[src/rtl/div_64_by_32_seq.sv]
// Sequential radix-2 restoring divider: 2*WIDTH-bit dividend by WIDTH-bit divisor.
// Optional divide-by-zero flag port output_dbz when DIV_DBZ_FLAG_EN is defined.
module div_64_by_32_seq #(
    parameter int WIDTH = 32
) (
    input  logic               clk,
    input  logic               rst,
    input  logic [2*WIDTH-1:0] input_a_tdata,
    input  logic               input_a_tvalid,
    output logic               input_a_tready,
    input  logic [WIDTH-1:0]   input_b_tdata,
    input  logic               input_b_tvalid,
    output logic               input_b_tready,
    output logic [2*WIDTH-1:0] output_q_tdata,
    output logic [WIDTH-1:0]   output_r_tdata,
    output logic               output_tvalid,
    input  logic               output_tready
`ifdef DIV_DBZ_FLAG_EN
   ,output logic               output_dbz
`endif
);

    localparam int DW = 2 * WIDTH;
    localparam int CW = $clog2(DW);
    localparam logic [CW-1:0] LAST = CW'(DW - 1);

    typedef enum logic [1:0] {
        IDLE = 2'd0,
        CALC = 2'd1,
        DONE = 2'd2
    } state_t;

    state_t          state_q, state_d;
    logic [DW-1:0]   d_q, d_d;
    logic [DW-1:0]   quo_q, quo_d;
    logic [WIDTH-1:0] v_q, v_d;
    logic [WIDTH-1:0] rem_q, rem_d;
    logic [CW-1:0]   cnt_q, cnt_d;
    logic [DW-1:0]   oq_q, oq_d;
    logic [WIDTH-1:0] or_q, or_d;

    logic [WIDTH:0]   trial;
    logic [WIDTH-1:0] diff;
    logic             ge;

`ifdef DIV_DBZ_FLAG_EN
    logic dbz_q, dbz_d;
`endif

    // Remainder stays below V, so the subtraction result fits WIDTH bits.
    assign trial = {rem_q, d_q[DW-1]};
    assign ge    = trial >= {1'b0, v_q};
    assign diff  = trial[WIDTH-1:0] - v_q;

    always_comb begin
        state_d = state_q;
        d_d     = d_q;
        quo_d   = quo_q;
        v_d     = v_q;
        rem_d   = rem_q;
        cnt_d   = cnt_q;
        oq_d    = oq_q;
        or_d    = or_q;
`ifdef DIV_DBZ_FLAG_EN
        dbz_d   = dbz_q;
`endif
        unique case (state_q)
            IDLE: begin
                if (input_a_tvalid && input_b_tvalid) begin
                    d_d   = input_a_tdata;
                    v_d   = input_b_tdata;
                    rem_d = '0;
                    quo_d = '0;
                    cnt_d = '0;
                    if (input_b_tdata != '0) begin
                        state_d = CALC;
                    end else begin
                        state_d = DONE;
                        oq_d    = '1;
                        or_d    = input_a_tdata[WIDTH-1:0];
`ifdef DIV_DBZ_FLAG_EN
                        dbz_d   = 1'b1;
`endif
                    end
                end
            end
            CALC: begin
                d_d   = d_q << 1;
                rem_d = ge ? diff : trial[WIDTH-1:0];
                quo_d = {quo_q[DW-2:0], ge};
                cnt_d = cnt_q + 1'b1;
                if (cnt_q == LAST) begin
                    state_d = DONE;
                    oq_d    = quo_d;
                    or_d    = rem_d;
`ifdef DIV_DBZ_FLAG_EN
                    dbz_d   = 1'b0;
`endif
                end
            end
            DONE: begin
                if (output_tready) begin
                    state_d = IDLE;
`ifdef DIV_DBZ_FLAG_EN
                    dbz_d   = 1'b0;
`endif
                end
            end
            default: state_d = IDLE;
        endcase
    end

    always_ff @(posedge clk or negedge rst) begin
        if (!rst) begin
            state_q <= IDLE;
            d_q     <= '0;
            quo_q   <= '0;
            v_q     <= '0;
            rem_q   <= '0;
            cnt_q   <= '0;
            oq_q    <= '0;
            or_q    <= '0;
`ifdef DIV_DBZ_FLAG_EN
            dbz_q   <= 1'b0;
`endif
        end else begin
            state_q <= state_d;
            d_q     <= d_d;
            quo_q   <= quo_d;
            v_q     <= v_d;
            rem_q   <= rem_d;
            cnt_q   <= cnt_d;
            oq_q    <= oq_d;
            or_q    <= or_d;
`ifdef DIV_DBZ_FLAG_EN
            dbz_q   <= dbz_d;
`endif
        end
    end

    // Inputs are not offered while reset is held.
    assign input_a_tready = (state_q == IDLE) & rst;
    assign input_b_tready = input_a_tready;
    assign output_tvalid  = (state_q == DONE);
    assign output_q_tdata = oq_q;
    assign output_r_tdata = or_q;
`ifdef DIV_DBZ_FLAG_EN
    assign output_dbz     = dbz_q;
`endif

endmodule

[config.mk]
export PLATFORM = sky130hd
export DESIGN_NAME = div_64_by_32_seq
export DESIGN_NICKNAME = d
export VERILOG_FILES = /design/src/rtl/div_64_by_32_seq.sv
export SDC_FILE = /design/constraint.sdc
export NUM_CORES = 1
export LEC_CHECK = 0
export ABC_AREA = 1
export BUFFER_PORTS_ARGS = -buffer_cell sky130_fd_sc_hd__buf_2
export CORE_MARGIN = 10
export CORE_UTILIZATION = 30
export DETAILED_ROUTE_END_ITERATION = 7
export GPL_ROUTABILITY_DRIVEN = 1
export GPL_TIMING_DRIVEN = 0
export PLACE_DENSITY = 0.46
export SLEW_MARGIN = 20
export SYNTH_ARGS = -nofsm -noshare
export SYNTH_HDL_FRONTEND = slang
export SYNTH_SLANG_ARGS = --single-unit
[constraint.sdc]
create_clock -name clk -period 4.7 [get_ports clk]
set_input_delay 0.47 -clock clk [delete_from_list [all_inputs] [get_ports clk]]
set_output_delay 0.47 -clock clk [all_outputs]
set_load 0.03 [all_outputs]
==> flow_metrics.tcl, run 1 <==
set metrics [dict create \
    status "finished, final reports clean" \
    cts_setup_buffers 0 \
    place_congestion 0.872 \
    cts_tree "done" \
    grt_pass1_vias 13300 \
    multiInputGateArea_sq_um 6130 \
    syn_area_per_cell_sq_um 8.11 \
    area_growth_pct 19.7 \
    io_pins 200 \
    ys_seq_elements 295 \
    drv_cap 0 \
    skew_ps 11.6 \
    clk_latency_ps 550 \
    regArea_sq_um 7380 \
    final_cells 2787 \
    worst_hold_slack_ps 150 \
    fmax_mhz 298 \
    rsz0062_at_grt "false" \
    clockRootBuffer "clkbuf_16" \
    highest_layer "met5" \
    htree_levels 2 \
    post-place-ws_ps 1440 \
    hp-class "in2reg" \
    grt_pass1_wl_microns 78600 \
    wl_per_cell_microns 18.4 \
    period_share 0.714 \
    crit_type "in2out" \
    power_density_nw_per_um2 845 \
    final_cell_mix "nand2_1 (430), dfrtp_1 (295), inv_1 (271), buf_2 (224), nor2_1 (179)" \
    drt-met1-wl_microns 24800 \
    setup_slack_ps 1340 \
    hold_viol 0 \
    drive_gt1_frac 0.182 \
    slew_viol_final 0 \
    fin_crit_ps 3360 \
    path_clk_slew_ps 50 \
    netlist_area_sq_um 15100 \
    cellLeakagePower_nw 8.90 \
    synth_fp_nets 1991 \
    drt-pass1-iter-count 5 \
    grt_use_total 0.169 \
    synth_cell_types 40 \
    grt_max_degree 97 \
    die_area_sq_um 59600 \
    peakVddDrop_uv 238 \
    dp_cells 2730 \
    worstPathRequired_ps 4230 \
    cts.repair.resized 0 \
    met2WireLength_microns 22600 \
    core_sq_um 49900 \
    dp_hpwl_microns 39600 \
    nNetsFinal 2231 \
    rows 82 \
    finalSetupViolations 0 \
    grt_antenna_before_repair 4 \
    endpoint_kind "output port" \
    start_util 0.302 \
    drt_iter0_drc 1065 \
    antenna_left 0 \
    wl_met3_microns 2880 \
    worstMarginPinSlew_ps 868 \
    drt_wl_total_microns 51200 \
    diodes 0 \
    final_common_cell "nand2_1" \
    fp.dieH_microns 244 \
    crit_arrival_ps 2890 \
    cts-buffers-inserted 35 \
    synthCells 1856 \
    setup_tns_ps 0 \
    num-fill-cells 5417 \
    grt_overflow 0 \
    vias 13200 \
    cts_buffer_depth 3 \
    slew_headroom 0.421 \
    seq_area_frac_synth 0.490 \
    yosys_warnings 0 \
    critPathMaxFanout 96 \
    port_buffers 199 \
    viasPerCell 4.74 \
    cp-start-kind "input pin" \
    clkSinkCount 295 \
    die_w_microns 244 \
    post-route-drc-count 0 \
]
worst paths after layout:
path / from / to / slack [ps] / depth (start not counted)
setup / recovery: rst / input_b_tready / 1340 / 8
hold / removal: input_b_tdata[30] / v_q[30] / 150 / 3
setup reg to reg: state_q[1] / v_q[1] / 1990 / 7
hold reg to reg: d_q[1] / d_q[1] / 480 / 2
max in group asynchronous: rst / quo_q[18] / 3080 / 4
min in group asynchronous: rst / v_q[12] / 370 / 2
report_power, final:
group          switching, mW  internal [mW]
clock network           1.09           1.43
registers              0.583           3.64
logic                   5.84           2.65
total                   7.51           7.72
flip-flops by register name (all words and copies together) (netlist names):
name            cells
d_q                64
output_q_tdata     64
quo_q              63
output_r_tdata     32
rem_q              32
v_q                32
cnt_q               6
state_q             2
worst max-delay path, cell delays in order:
cell and delay [ps]:
dlygate4sd3_1 560, buf_8 260, buf_16 370, buf_16 420
inv_1 80, nor2_1 280, buf_4 160, buf_2 180
metal layers:
layer | vias up | global-route usage
met5 | - | 0
met4 | 8 | 0.0363
met3 | 55 | 0.0407
met2 | 291 | 0.260
met1 | 6322 | 0.236
li1 | 6529 | -
area by class of cell:
class                   instances  share of cell area
plain buffers                  92              0.0272
clock buffers                  48              0.0535
clock inverters                 8             0.00347
inverters                     280              0.0583
multi-input cells            1189               0.340
flip-flops and latches        295               0.410
well taps                     672              0.0466
repair buffers                203              0.0609
stage by stage:
step / util / total power, mW / cell area [sq um]
finish: 0.361 / 15.2 / 18000
global placement: 0.339 / 12.7 / 16900
global route: 0.361 / 16.6 / 18000
CTS: 0.361 / 15.4 / 18000
detailed placement: 0.341 / 12.8 / 17000
floorplan: - / 10.1 / 15100
cell usage after synthesis, drive strengths merged:
cell type  number  area share
nand2         437        0.11
dfrtp         295        0.49
inv           280       0.070
nor2          189       0.050
nand3         131       0.055
o22ai          94       0.039
a31oi          62       0.026
a21oi          53       0.018
buf            51       0.022
nand4          46       0.019
o21ai          45       0.015
clkbuf         41       0.010
or2            34       0.014
ha             33       0.027
a22oi          31       0.015
xor2           13      0.0076
nor3           10      0.0044
and2            3      0.0012
nor4            2     0.00083
o21bai          2      0.0010
xnor2           2      0.0012
a22o            1     0.00058
fa              1      0.0013
cell families after synthesis:
| family | Yosys count | share of synthesized area |
|---|---|---|
| buf+inv | 372 | 0.102 |
| flops | 295 | 0.490 |
| compound gates | 288 | 0.115 |
| simple gates | 852 | 0.255 |
| xor+xnor | 15 | 0.00872 |
| fa+ha+maj | 34 | 0.0287 |
repair_timing:
| item | in CTS | in global routing |
|---|---|---|
| endpoints found under the hold margin | 30 | 0 |
| hold buffers | 1 | 0 |
| endpoints found under the setup margin | 0 | 0 |
No activity file was read; power rests on OpenSTA's default activity.
==> inputs of run 2 (changes only) <==
--- a/config.mk
+++ b/config.mk
@@ -12,7 +12,7 @@
 export DETAILED_ROUTE_END_ITERATION = 7
 export GPL_ROUTABILITY_DRIVEN = 1
 export GPL_TIMING_DRIVEN = 0
-export PLACE_DENSITY = 0.46
+export PLACE_DENSITY = 0.48
 export SLEW_MARGIN = 20
 export SYNTH_ARGS = -nofsm -noshare
 export SYNTH_HDL_FRONTEND = slang
==> constraint.sdc (replaced) <==
create_clock -name clk -period 3.02 [get_ports clk]
set_input_delay 0.302 -clock clk [delete_from_list [all_inputs] [get_ports clk]]
set_output_delay 0.302 -clock clk [all_outputs]
set_load 0.03 [all_outputs]
==> run 2 against run 1 <==
  * Register-to-register slack worse by 1800 ps
  * Flip-flop and latch count unchanged
  * Clock skew is 5.7 ps higher
  * Hold slack lost 130 ps
  * First-iteration DRC count shrank 9.5%
  * Final area increased by 4.8%
  * Setup slack worse by 1100 ps
  * Sequential power is 56% higher
  * Die area unchanged
  * Via count increased by 2.5%
  * Largest cell class unchanged
  * Highest routed layer unchanged
==> flow_metrics.tcl, run 2 (synthesis gave the netlist of run 1 again) <==
set metrics [dict create \
    drt-pass1-iter-count 7 \
    hold_viol 0 \
    cp-start-kind "flip-flop" \
    grt_overflow 0 \
    start_util 0.302 \
    final_common_cell "nand2_1" \
    endpoint_kind "flip-flop" \
    skew_ps 17.3 \
    cts_setup_buffers 0 \
    drt_iter0_drc 964 \
    placed_area_sq_um 17000 \
    crit_arrival_ps 3260 \
    ff2ff_setup_slack_ps 210 \
    hp-class "in2reg" \
    cpPeakStageDelay_ps 700 \
    htree_levels 2 \
    cpMaxStageDelayCell "buf_1" \
    multiInputGateArea_sq_um 6130 \
    cts_tree "done" \
    fmax_mhz 356 \
    drv_cap 0 \
    worstMarginPinSlew_ps 874 \
    critPathMaxFanout 10 \
    nNetsFinal 2292 \
    clkSinkCount 295 \
    cellLeakagePower_nw 9.28 \
    place_congestion 0.908 \
    r2r-end "v_q[1]" \
    power.total_mw 24.4 \
    final_cells 2857 \
    power_density_nw_per_um2 1290 \
    cts_buffer_depth 3 \
    reg2reg_depth 7 \
    area_growth_pct 25.4 \
    pwr-share-comb 0.544 \
    num-fill-cells 5300 \
    grt_use_total 0.171 \
    antenna_left 0 \
    status "finished, final reports clean" \
    p_switching_mw 11.8 \
    slew_viol_final 0 \
    clk_latency_ps 550 \
    hold_start "input_b_tdata[8]" \
    worstPathRequired_ps 3470 \
    core_sq_um 49900 \
    cts-buffers-inserted 37 \
    whs_endpoint "v_q[8]" \
    wl_per_cell_microns 18.1 \
    clock_power_share 0.186 \
    dp_hpwl_microns 39700 \
    hold_depth 3 \
    port_buffers 199 \
    power.internal_mw 12.6 \
    grt_antenna_before_repair 3 \
    die_area_sq_um 59600 \
    r2r_start "state_q[1]" \
    crit_type "reg2reg" \
    fp.dieH_microns 244 \
    drt_wl_total_microns 51700 \
    finalSetupViolations 0 \
    grt_pass1_vias 13600 \
    post-route-drc-count 0 \
    die_w_microns 244 \
    rsz0062_at_grt "false" \
    fin_crit_ps 2810 \
    path_clk_slew_ps 60 \
    fin_area_sq_um 18900 \
    critPathTopFamily "buffers and inverters" \
    p_seq_frac 0.269 \
    clockRootBuffer "clkbuf_16" \
    grt_pass1_wl_microns 80700 \
    io_pins 200 \
    viasPerCell 4.74 \
    setup_slack_ps 209 \
    period_share 0.931 \
    fin_util 0.379 \
    vias 13500 \
    rows 82 \
    p_sw_frac 0.484 \
    cp.buffers_inverters 3 \
    dp_cells 2730 \
    drive_gt1_frac 0.184 \
    post-place-ws_ps -38.2 \
    peakVddDrop_uv 513 \
    final_cell_mix "nand2_1 (430), dfrtp_1 (295), inv_1 (271), buf_2 (224), nor2_1 (179)" \
    slew_headroom 0.418 \
    grt_max_degree 92 \
    crit_chain "nor2_1 -> inv_1 -> nor2_2 -> buf_2 -> buf_1 -> nand2_1 -> o21ai_0" \
    regArea_sq_um 7380 \
]
[run 2: changes by cell type in the layout (fill, tap and decap cells not counted), sizes merged, moves of 2 or more]
cell / before / now
clkbuf: 89 / 94
buf: 253 / 255
bufinv: 0 / 3
dlygate4sd3: 1 / 57
inv: 280 / 283
[run 2: tightest hold or removal path, delay by kind of cell]
family / cells / cell delay (ps)
simple gates: 1 / 50
compound gates: 1 / 70
buf+inv: 1 / 90
[run 2: what timing repair did]
item,CTS,global route
hold endpoints to repair,94,0
hold buffers,59,0
gates resized for setup,0,4
endpoints found under the setup margin,0,31
[run 2: metrics by stage]
stage / hold slack [ps] / setup TNS (ps)
6_report: 22.7 / 0
5_1_grt: 12.1 / 0
4_1_cts: 0.302 / 0
3_5_place_dp: 196 / -310
3_3_place_gp: 462 / -1230940
2_1_floorplan: 6.41 / 0
[run 2: final cells by class]
class | count | share of cell area
Timing Repair Buffer | 262 | 0.0913
Clock buffer | 52 | 0.0569
Multi-Input combinational cell | 1189 | 0.325
Sequential cell | 295 | 0.391
Tap cell | 672 | 0.0445
Inverter | 280 | 0.0557
Buffer | 92 | 0.0261
Clock inverter | 14 | 0.00961
Antenna cell | 1 | 0.000133
[run 2: metal layers]
layer  wire length [microns]  global-route usage
met1                   24800               0.242
met2                   23000               0.264
met4                     870              0.0382
met3                    2980              0.0350
met5                      23                   0
[run 2: worst max path at each step]
| stage | start | endpoint | slack [ps] | cells past startpoint |
|---|---|---|---|---|
| after floorplan | rem_q[30] | output_r_tdata[1] | 1050 | 12 |
| after global placement | rst | output_r_tdata[10] | -4200 | 1 |
| after detailed placement | input_b_tdata[3] | output_q_tdata[13] | -40 | 11 |
| after CTS | rst | input_b_tready | 20 | 9 |
| after global routing | input_b_tdata[2] | output_r_tdata[18] | 20 | 13 |
| final | state_q[1] | v_q[1] | 210 | 7 |
[run 2: power by group through the flow]
stage	Clock, mW	Sequential (mW)	Combinational, mW
2_1_floorplan	0	7.46	8.30
3_3_place_gp	0	6.63	13.1
3_5_place_dp	0	6.66	13.2
4_1_cts	4.69	6.60	13.4
5_1_grt	4.87	6.77	14.9
6_report	4.55	6.58	13.3
